===== src/rtl/instr_fetch_pkg.sv =====
// -----------------------------------------------------------------------------
// instr_fetch_pkg
// Shared definitions for the instruction fetch unit: FSM state encoding,
// default address/instruction widths and the NOP word shown on instr while
// no live instruction is present.
// -----------------------------------------------------------------------------
package instr_fetch_pkg;

    localparam int DEFAULT_ADDR_W  = 16;
    localparam int DEFAULT_INSTR_W = 16;

    // Word driven on instr whenever instr_valid is low (all zeros).
    localparam logic [DEFAULT_INSTR_W-1:0] NOP_INSTR = '0;

    typedef enum logic [1:0] {
        BOOT   = 2'd0,
        RUN    = 2'd1,
        HOLD   = 2'd2,
        SQUASH = 2'd3
    } fetch_state_t;

endpackage


===== src/rtl/instr_fetch_skid_buf.sv =====
// -----------------------------------------------------------------------------
// fetch_skid_buf
// One-entry holding register for the instruction being presented while the
// consumer is stalled. When the fetch unit keeps reading memory during a
// stall, mem_rdata no longer holds the presented word, so the word that was
// on mem_rdata when the stall began is captured here and shown until the
// stall is released.
//
// Ports:
//   clk          clock
//   rst          synchronous active-high reset, empties the buffer
//   hold         1 = stall in progress: capture once, then keep the entry
//                0 = empty the buffer
//   capture_data word to capture on the first hold cycle
//   full         buffer holds a captured word
//   held_data    captured word
// -----------------------------------------------------------------------------
module fetch_skid_buf
    import instr_fetch_pkg::*;
#(
    parameter int WIDTH = DEFAULT_INSTR_W
) (
    input  logic             clk,
    input  logic             rst,
    input  logic             hold,
    input  logic [WIDTH-1:0] capture_data,
    output logic             full,
    output logic [WIDTH-1:0] held_data
);

    // Capture only on the first hold cycle so the entry stays put while the
    // memory keeps returning newer data underneath it.
    always_ff @(posedge clk) begin
        if (rst) begin
            full      <= 1'b0;
            held_data <= '0;
        end else if (!hold) begin
            full <= 1'b0;
        end else if (!full) begin
            full      <= 1'b1;
            held_data <= capture_data;
        end
    end

endmodule


===== src/rtl/instr_fetch.sv =====
// -----------------------------------------------------------------------------
// instr_fetch
// Instruction fetch stage: owns the PC register, issues reads to a
// synchronous instruction memory (1-cycle latency) and presents the fetched
// word with its address to the decode stage. Handles downstream stall,
// taken-jump squash and reset.
//
// Build option: define FETCH_SKID_EN to keep mem_rd_en a function of the
// registered FSM state only (no path from stall); a one-entry skid buffer
// (fetch_skid_buf) then holds the presented word during a stall. Without the
// macro, mem_rd_en is gated by stall and instr comes straight from the held
// mem_rdata. Both builds give the same instruction stream at the interface.
//
// Ports:
//   clk, rst     clock, synchronous active-high reset
//   next_pc      next PC from the PC-select mux
//   jump_en      taken jump; loads next_pc and squashes the in-flight fetch
//   stall        downstream not ready (accept = instr_valid && !stall)
//   pc           current PC register
//   mem_addr     instruction memory address (always equal to pc)
//   mem_rd_en    instruction memory read strobe
//   mem_rdata    memory data, valid one cycle after mem_rd_en
//   instr        fetched instruction (NOP when not valid)
//   instr_pc     address of the instruction on instr
//   instr_valid  instr/instr_pc hold a live instruction
// -----------------------------------------------------------------------------
module instr_fetch
    import instr_fetch_pkg::*;
#(
    parameter int               ADDR_W   = DEFAULT_ADDR_W,
    parameter int               INSTR_W  = DEFAULT_INSTR_W,
    parameter logic [ADDR_W-1:0] RESET_PC = '0
) (
    input  logic               clk,
    input  logic               rst,
    input  logic [ADDR_W-1:0]  next_pc,
    input  logic               jump_en,
    input  logic               stall,
    output logic [ADDR_W-1:0]  pc,
    output logic [ADDR_W-1:0]  mem_addr,
    output logic               mem_rd_en,
    input  logic [INSTR_W-1:0] mem_rdata,
    output logic [INSTR_W-1:0] instr,
    output logic [ADDR_W-1:0]  instr_pc,
    output logic               instr_valid
);

    fetch_state_t       state;
    fetch_state_t       next_state;
    logic               issue;
    logic               take_jump;
    logic [INSTR_W-1:0] fetched_word;

    // State register.
    always_ff @(posedge clk) begin
        if (rst) begin
            state <= BOOT;
        end else begin
            state <= next_state;
        end
    end

    // Next-state and control decode. "issue" marks a read whose data will
    // become the next presented instruction; pc advances only on such reads,
    // so a read made during a stall is simply repeated later and never lost
    // or delivered twice. A jump beats a stall.
    always_comb begin
        next_state = state;
        issue      = 1'b0;
        take_jump  = 1'b0;
        mem_rd_en  = 1'b0;
        case (state)
            BOOT: begin
                next_state = RUN;
            end
            RUN, HOLD: begin
`ifdef FETCH_SKID_EN
                mem_rd_en = 1'b1;
`else
                mem_rd_en = !stall;
`endif
                if (jump_en) begin
                    take_jump  = 1'b1;
                    next_state = SQUASH;
                end else if (stall) begin
                    next_state = HOLD;
                end else begin
                    issue      = 1'b1;
                    next_state = RUN;
                end
            end
            SQUASH: begin
                // Nothing is presented here, so the target read is issued
                // even if the consumer is stalled.
                mem_rd_en = 1'b1;
                if (jump_en) begin
                    take_jump  = 1'b1;
                    next_state = SQUASH;
                end else begin
                    issue      = 1'b1;
                    next_state = RUN;
                end
            end
            default: begin
                next_state = BOOT;
            end
        endcase
    end

    // PC and presented-instruction bookkeeping. The word itself is not
    // registered here: it arrives on mem_rdata in the cycle instr_valid rises.
    always_ff @(posedge clk) begin
        if (rst) begin
            pc          <= RESET_PC;
            instr_valid <= 1'b0;
            instr_pc    <= '0;
        end else if (take_jump) begin
            pc          <= next_pc;
            instr_valid <= 1'b0;
        end else if (issue) begin
            pc          <= next_pc;
            instr_valid <= 1'b1;
            instr_pc    <= pc;
        end
    end

`ifdef FETCH_SKID_EN
    logic               skid_hold;
    logic               skid_full;
    logic [INSTR_W-1:0] skid_data;

    // Memory keeps reading during a stall, so freeze the presented word.
    assign skid_hold = ((state == RUN) || (state == HOLD)) && stall && !jump_en;

    fetch_skid_buf #(
        .WIDTH(INSTR_W)
    ) u_skid (
        .clk         (clk),
        .rst         (rst),
        .hold        (skid_hold),
        .capture_data(mem_rdata),
        .full        (skid_full),
        .held_data   (skid_data)
    );

    assign fetched_word = skid_full ? skid_data : mem_rdata;
`else
    assign fetched_word = mem_rdata;
`endif

    assign mem_addr = pc;
    assign instr    = instr_valid ? fetched_word : INSTR_W'(NOP_INSTR);

endmodule


===== config.mk =====
export PLATFORM = sky130hd
export DESIGN_NAME = instr_fetch
export DESIGN_NICKNAME = d
export VERILOG_FILES = /design/src/rtl/instr_fetch_pkg.sv /design/src/rtl/instr_fetch_skid_buf.sv /design/src/rtl/instr_fetch.sv
export SDC_FILE = /design/constraint.sdc
export NUM_CORES = 1
export LEC_CHECK = 0
export ABC_AREA = 1
export CORE_MARGIN = 5
export CORE_UTILIZATION = 41
export DETAILED_ROUTE_END_ITERATION = 8
export PLACE_DENSITY_LB_ADDON = 0.08
export SYNTH_ARGS = -nofsm -noshare
export SYNTH_HDL_FRONTEND = slang
export SYNTH_SLANG_ARGS = --single-unit

===== constraint.sdc =====
create_clock -name clk -period 2.88 [get_ports clk]
set_input_delay 0.288 -clock clk [delete_from_list [all_inputs] [get_ports clk]]
set_output_delay 0.288 -clock clk [all_outputs]
set_load 0.02 [all_outputs]

==> impl_metrics.json, run 1 <==
{
  "core_um2": 4320,
  "synth-seq-cells": 35,
  "p_sw_share_pct": 32.3,
  "maxSlewViolCount": 0,
  "crit_required_ns": 2.59,
  "syn_nets": 317,
  "critPathMaxFanout": 33,
  "nNetsFinal": 396,
  "skew_ns": 0.00489,
  "drc_errors": 0,
  "synth_area_leaders": "dfxtp_1, nand2_1, inv_1",
  "fp-row-count": 24,
  "end_kind": "primary output",
  "synthTopCellsByCount": "nand2_1, inv_1, nor2_1",
  "period_share_pct": 82.5,
  "finalHoldViolCount": 0,
  "drive_above_1_share_pct": 3.62,
  "die_y_um": 76.7,
  "p_int_mw": 0.923,
  "power_mw": 1.36,
  "ctsResizeCount": 0,
  "synth_edf_count": 0,
  "utilization_pct": 64.0,
  "fillers": 435,
  "total_leakage_power_nw": 1.41,
  "grt_pass1_vias": 1608,
  "max_slew_margin_pct": 60.3,
  "dp_hpwl_mm": 3.18,
  "ir_worst_vdd_uv": 360,
  "htreeDepth": 2,
  "first_pass_iters": 4,
  "power.switching_mw": 0.441,
  "power.density_nw_per_um2": 493,
  "setup_viol": 0,
  "grt-ovfl-total": 0,
  "vias": 1744,
  "hold_buffers": 0,
  "start_util_pct": 42.2,
  "cts_tree": "yes",
  "drv_cap": 0,
  "io_buffers": 101,
  "worstHoldPathType": "register to register",
  "combPwrFrac_pct": 33.8,
  "synth.distinct_cells": 16,
  "ys_seq_area_share_pct": 38.4,
  "syn_inst": 279,
  "cts_sinks": 35,
  "yosys.cell_count.top_type": "nand2_1",
  "period_minus_slack_ns": 2.38,
  "max_freq_ghz": 0.421,
  "rsz0062_at_grt": "false",
  "cts-root-buf": "clkbuf_8",
  "yosysWarnings": 0,
  "grt.total_usage_pct": 14.5,
  "grt_max_degree": 34,
  "crit_path_start_kind": "register",
  "fin_ws_ns": 0.505,
  "clkLatencyLatePin_ns": 0.28,
  "power.sequential.fraction_pct": 41.8,
  "cts_inserted_buffers": 5,
  "p_clk_share_pct": 24.4,
  "ios": 102,
  "ant_nets": 0,
  "antenna_found_initial": 0,
  "worst-setup-path-type": "register to primary output",
  "yosys.area.top_type_share_pct": 38.4,
  "syn_to_final_growth_pct": 51.8,
  "gp_congestion": 0.705,
  "cts_buffer_depth": 2,
  "synth-async-reset-ratio_pct": 0,
  "syn-cell-area_um2": 1820,
  "max_slew.worst_pin.slew_ns": 0.595,
  "synth_top_area_cell": "dfxtp_1",
  "die_area_um2": 5880,
  "via_per_inst": 4.24,
  "fp.dieW_um": 76.7,
  "wl_per_cell_um": 10.8,
  "status": "completed",
  "avgSynthCellArea_um2": 6.53,
  "wl_mm": 4.43,
  "drtIter0Drc": 77,
  "worst-endpoint-arrival_ns": 2.09,
  "diodes": 0,
  "clk_pin_slew_worst_paths_ns": 0.06,
  "cts_setup_buffers": 0,
  "synth_ff_type": "dfxtp_1",
  "pre_cts_slack_ns": 0.754,
  "grt_pass1_wl_mm": 7.14,
  "setup_tns_ns": 0
}
[kinds of logic after synthesis]
family / share of synthesized area (%)
fa+ha+maj: 1.37
buf+inv: 23.6
compound gates: 5.49
simple gates: 31.1
flops: 38.4
[state kept, by name, summed over array words and instances (netlist names)]
signal	cells
instr_pc	16
instr_valid	1
mem_addr	16
state	2
[power groups by stage]
stage / clock [mW] / combinational (mW) / sequential [mW]
final: 0.333 / 0.462 / 0.570
after global routing: 0.364 / 0.502 / 0.578
after detailed placement: 0 / 0.464 / 0.581
after global placement: 0 / 0.458 / 0.580
after floorplan: 0 / 0.245 / 0.624
after CTS: 0.345 / 0.466 / 0.571
[final timing paths]
kind                                  start                         to  cells after the start  slack (ns)
setup / recovery        state[0]$_SDFF_PP0_                  mem_rd_en                      7        0.50
hold / removal    instr_pc[13]$_SDFFE_PP0P_  instr_pc[13]$_SDFFE_PP0P_                      4        0.51
setup reg to reg        state[0]$_SDFF_PP0_  mem_addr[10]$_SDFFE_PP0P_                      6        1.31
hold reg to reg   instr_pc[13]$_SDFFE_PP0P_  instr_pc[13]$_SDFFE_PP0P_                      4        0.51
[metrics by stage]
| stage | instance area, um2 | instances | hold slack (ns) |
|---|---|---|---|
| 2_1_floorplan | 1820 | 279 | 0.357 |
| 3_3_place_gp | 2690 | 403 | 0.497 |
| 3_5_place_dp | 2690 | 403 | 0.500 |
| 4_1_cts | 2770 | 411 | 0.511 |
| 5_1_grt | 2770 | 411 | 0.535 |
| 6_report | 2770 | 411 | 0.508 |
[cells in the final DEF, fill, tap and decap left out]
cell type,count
nand2_2,2
nand2_4,2
a21oi_1,20
inv_2,1
nand2_1,65
inv_1,55
clkbuf_8,5
clkinv_2,1
clkbuf_1,2
dfxtp_1,35
nand3_1,16
buf_4,1
nor4_1,1
clkdlybuf4s50_1,101
ha_1,2
nand3_4,1
nor2_1,49
[worst max-delay path: stages (launching register included)]
cell and delay [ns]:
dfxtp_1 0.33, inv_1 0.05, ha_1 0.34, nand2_2 0.09, nand2_4 0.09, nand2_4 0.20, inv_1 0.10, clkdlybuf4s50_1 0.60
[routing by layer]
| layer | global-route usage, % | routed length, um | share of wire [%] | vias to the layer above |
|---|---|---|---|---|
| li1 | - | - | - | 952 |
| met2 | 25.0 | 2090 | 47 | 58 |
| met4 | 4.72 | 25 | 0.56 | 0 |
| met1 | 16.7 | 1990 | 45 | 732 |
| met3 | 4.80 | 328 | 7.4 | 2 |
| met5 | 0 | 0 | 0 | - |
[cell type report]
type | instances | area, um2 | share of cell area, %
multi-input combinational | 158 | 692 | 25.0
timing repair buffer | 102 | 1020 | 36.8
sequential | 35 | 701 | 25.3
tap | 52 | 65.1 | 2.35
clock inverter | 1 | 5.00 | 0.181
inverter | 56 | 210 | 7.59
clock buffer | 7 | 76.3 | 2.76
Power figures use the tool's default switching activity.
==> inputs of run 2 (changes only) <==
CORE_UTILIZATION = 38   (was 41)
clock period = 2.45 ns   (was 2.88 ns; I/O delays follow)
==> impl_metrics.json, run 2 (synthesis gave the netlist of run 1 again) <==
{
  "wl_mm": 4.64,
  "diodes": 0,
  "vias": 1796,
  "maxSlewViolCount": 0,
  "clkLatencyLatePin_ns": 0.29,
  "p_int_mw": 1.19,
  "cts_tree": "yes",
  "dp_hpwl_mm": 3.32,
  "layout_common_cells": "clkdlybuf4s50_1, nand2_1, inv_1",
  "r2r_start": "state[0]$_SDFF_PP0_",
  "fillers": 467,
  "dr.max_layer_used": "met4",
  "ir_worst_vdd_uv": 401,
  "drc_errors": 0,
  "grt_pass1_wl_mm": 7.62,
  "status": "completed",
  "cts_sinks": 35,
  "cts_inserted_buffers": 5,
  "fp.dieW_um": 79.3,
  "drv_cap": 0,
  "max_slew_margin_pct": 60.6,
  "rsz0062_at_grt": "false",
  "p_clk_share_pct": 29.9,
  "worst-setup-path-type": "register to primary output",
  "ant_nets": 0,
  "place_area_um2": 2700,
  "start_util_pct": 38.9,
  "worstHoldPathType": "register to register",
  "critPathLaunch": "state[0]$_SDFF_PP0_",
  "critPathMaxFanout": 4,
  "combPwrFrac_pct": 31.5,
  "die_area_um2": 6280,
  "grt.total_usage_pct": 15.2,
  "crit_required_ns": 2.20,
  "grt-ovfl-total": 0,
  "drt-met1-wl_mm": 2.11,
  "max_freq_ghz": 0.470,
  "cts_buffer_depth": 2,
  "nNetsFinal": 397,
  "gp_congestion": 0.692,
  "io_buffers": 101,
  "setup_tns_ns": 0,
  "core_um2": 4690,
  "wl_per_cell_um": 11.2,
  "worst-endpoint-arrival_ns": 1.88,
  "setup_viol": 0,
  "grt_max_degree": 34,
  "hold_buffers": 0,
  "drtIter0Drc": 93,
  "reg2reg_slack_ns": 0.83,
  "ios": 102,
  "ff2ff_path_depth": 9,
  "first_pass_iters": 2,
  "fin_area_um2": 2810,
  "wl_met3_um": 220,
  "layout_commonest_cell": "clkdlybuf4s50_1",
  "p_sw_share_pct": 31.4,
  "fp-row-count": 25,
  "wl_met2_mm": 2.25,
  "die_y_um": 79.3,
  "period_share_pct": 86.8,
  "power.sequential.fraction_pct": 38.6,
  "endpoint": "mem_rd_en",
  "htreeDepth": 2,
  "via_per_inst": 4.34,
  "skew_ns": 0.00643,
  "clk_pin_slew_worst_paths_ns": 0.08,
  "cts-root-buf": "clkbuf_8",
  "power.density_nw_per_um2": 618,
  "grt_pass1_vias": 1618,
  "placed_cells": 406,
  "total_leakage_power_nw": 1.43,
  "antenna_found_initial": 0,
  "crit_path_start_kind": "register",
  "ctsResizeCount": 0,
  "cts_setup_buffers": 0,
  "syn_to_final_growth_pct": 54.1,
  "drive_above_1_share_pct": 4.44,
  "max_slew.worst_pin.slew_ns": 0.589,
  "final_cells": 414,
  "period_minus_slack_ns": 2.13,
  "reg2reg_to": "mem_addr[2]$_SDFFE_PP0P_",
  "finalHoldViolCount": 0,
  "power.switching_mw": 0.545,
  "end_kind": "primary output"
}
[run 2: power groups by stage]
stage | Sequential (mW) | Clock [mW] | Combinational [mW]
after floorplan | 0.734 | 0 | 0.288
after global placement | 0.680 | 0 | 0.545
after detailed placement | 0.683 | 0 | 0.551
after CTS | 0.670 | 0.538 | 0.554
after global routing | 0.681 | 0.571 | 0.594
final | 0.669 | 0.519 | 0.546
[run 2: critical path: stages, from the launching register on]
cell	delay [ns]
dfxtp_1	0.34
inv_1	0.05
ha_1	0.34
nand2_2	0.08
nand2_4	0.09
nand2_4	0.05
inv_1	0.05
clkdlybuf4s50_1	0.61
[run 2: through the flow]
step	total power [mW]	utilization, %	hold slack [ns]	worst slack (ns)
after floorplan	1.02	-	0.314	1.03
after global placement	1.22	57.5	0.498	0.611
after detailed placement	1.23	57.5	0.500	0.617
after CTS	1.76	59.9	0.514	0.291
after global routing	1.85	59.9	0.536	0.221
final	1.73	59.9	0.514	0.322
[run 2: worst min path at each step]
stage / cells past startpoint / slack [ns] / start / endpoint
final: 4 / 0.51 / instr_pc[2]$_SDFFE_PP0P_ / instr_pc[2]$_SDFFE_PP0P_
after global routing: 2 / 0.54 / mem_addr[6]$_SDFFE_PP0P_ / instr_pc[6]$_SDFFE_PP0P_
after CTS: 4 / 0.51 / instr_pc[15]$_SDFFE_PP0P_ / instr_pc[15]$_SDFFE_PP0P_
after detailed placement: 4 / 0.50 / instr_pc[15]$_SDFFE_PP0P_ / instr_pc[15]$_SDFFE_PP0P_
after global placement: 4 / 0.50 / instr_pc[2]$_SDFFE_PP0P_ / instr_pc[2]$_SDFFE_PP0P_
after floorplan: 1 / 0.31 / rst / instr_valid$_SDFFE_PP0P_
[run 2: routing by layer]
layer | vias to the layer above | GRT usage, %
li1 | 956 | -
met1 | 783 | 17.6
met2 | 51 | 26.9
met3 | 6 | 4.42
met4 | 0 | 4.64
met5 | - | 0
[run 2: final cells by class]
class                      count  area (um2)  share of cell area, %
tap                           54        67.6                   2.41
timing repair buffer         103        1030                   36.5
inverter                      56         210                   7.48
clock buffer                   5        68.8                   2.45
sequential                    35         701                   24.9
clock inverter                 3        43.8                   1.56
multi-input combinational    158         692                   24.6
==> inputs of run 3 (changes only) <==
SLEW_MARGIN = 20   (was not set)
==> results of run 3 <==
The final DEF is identical to that of run 2; final timing and power are the same.
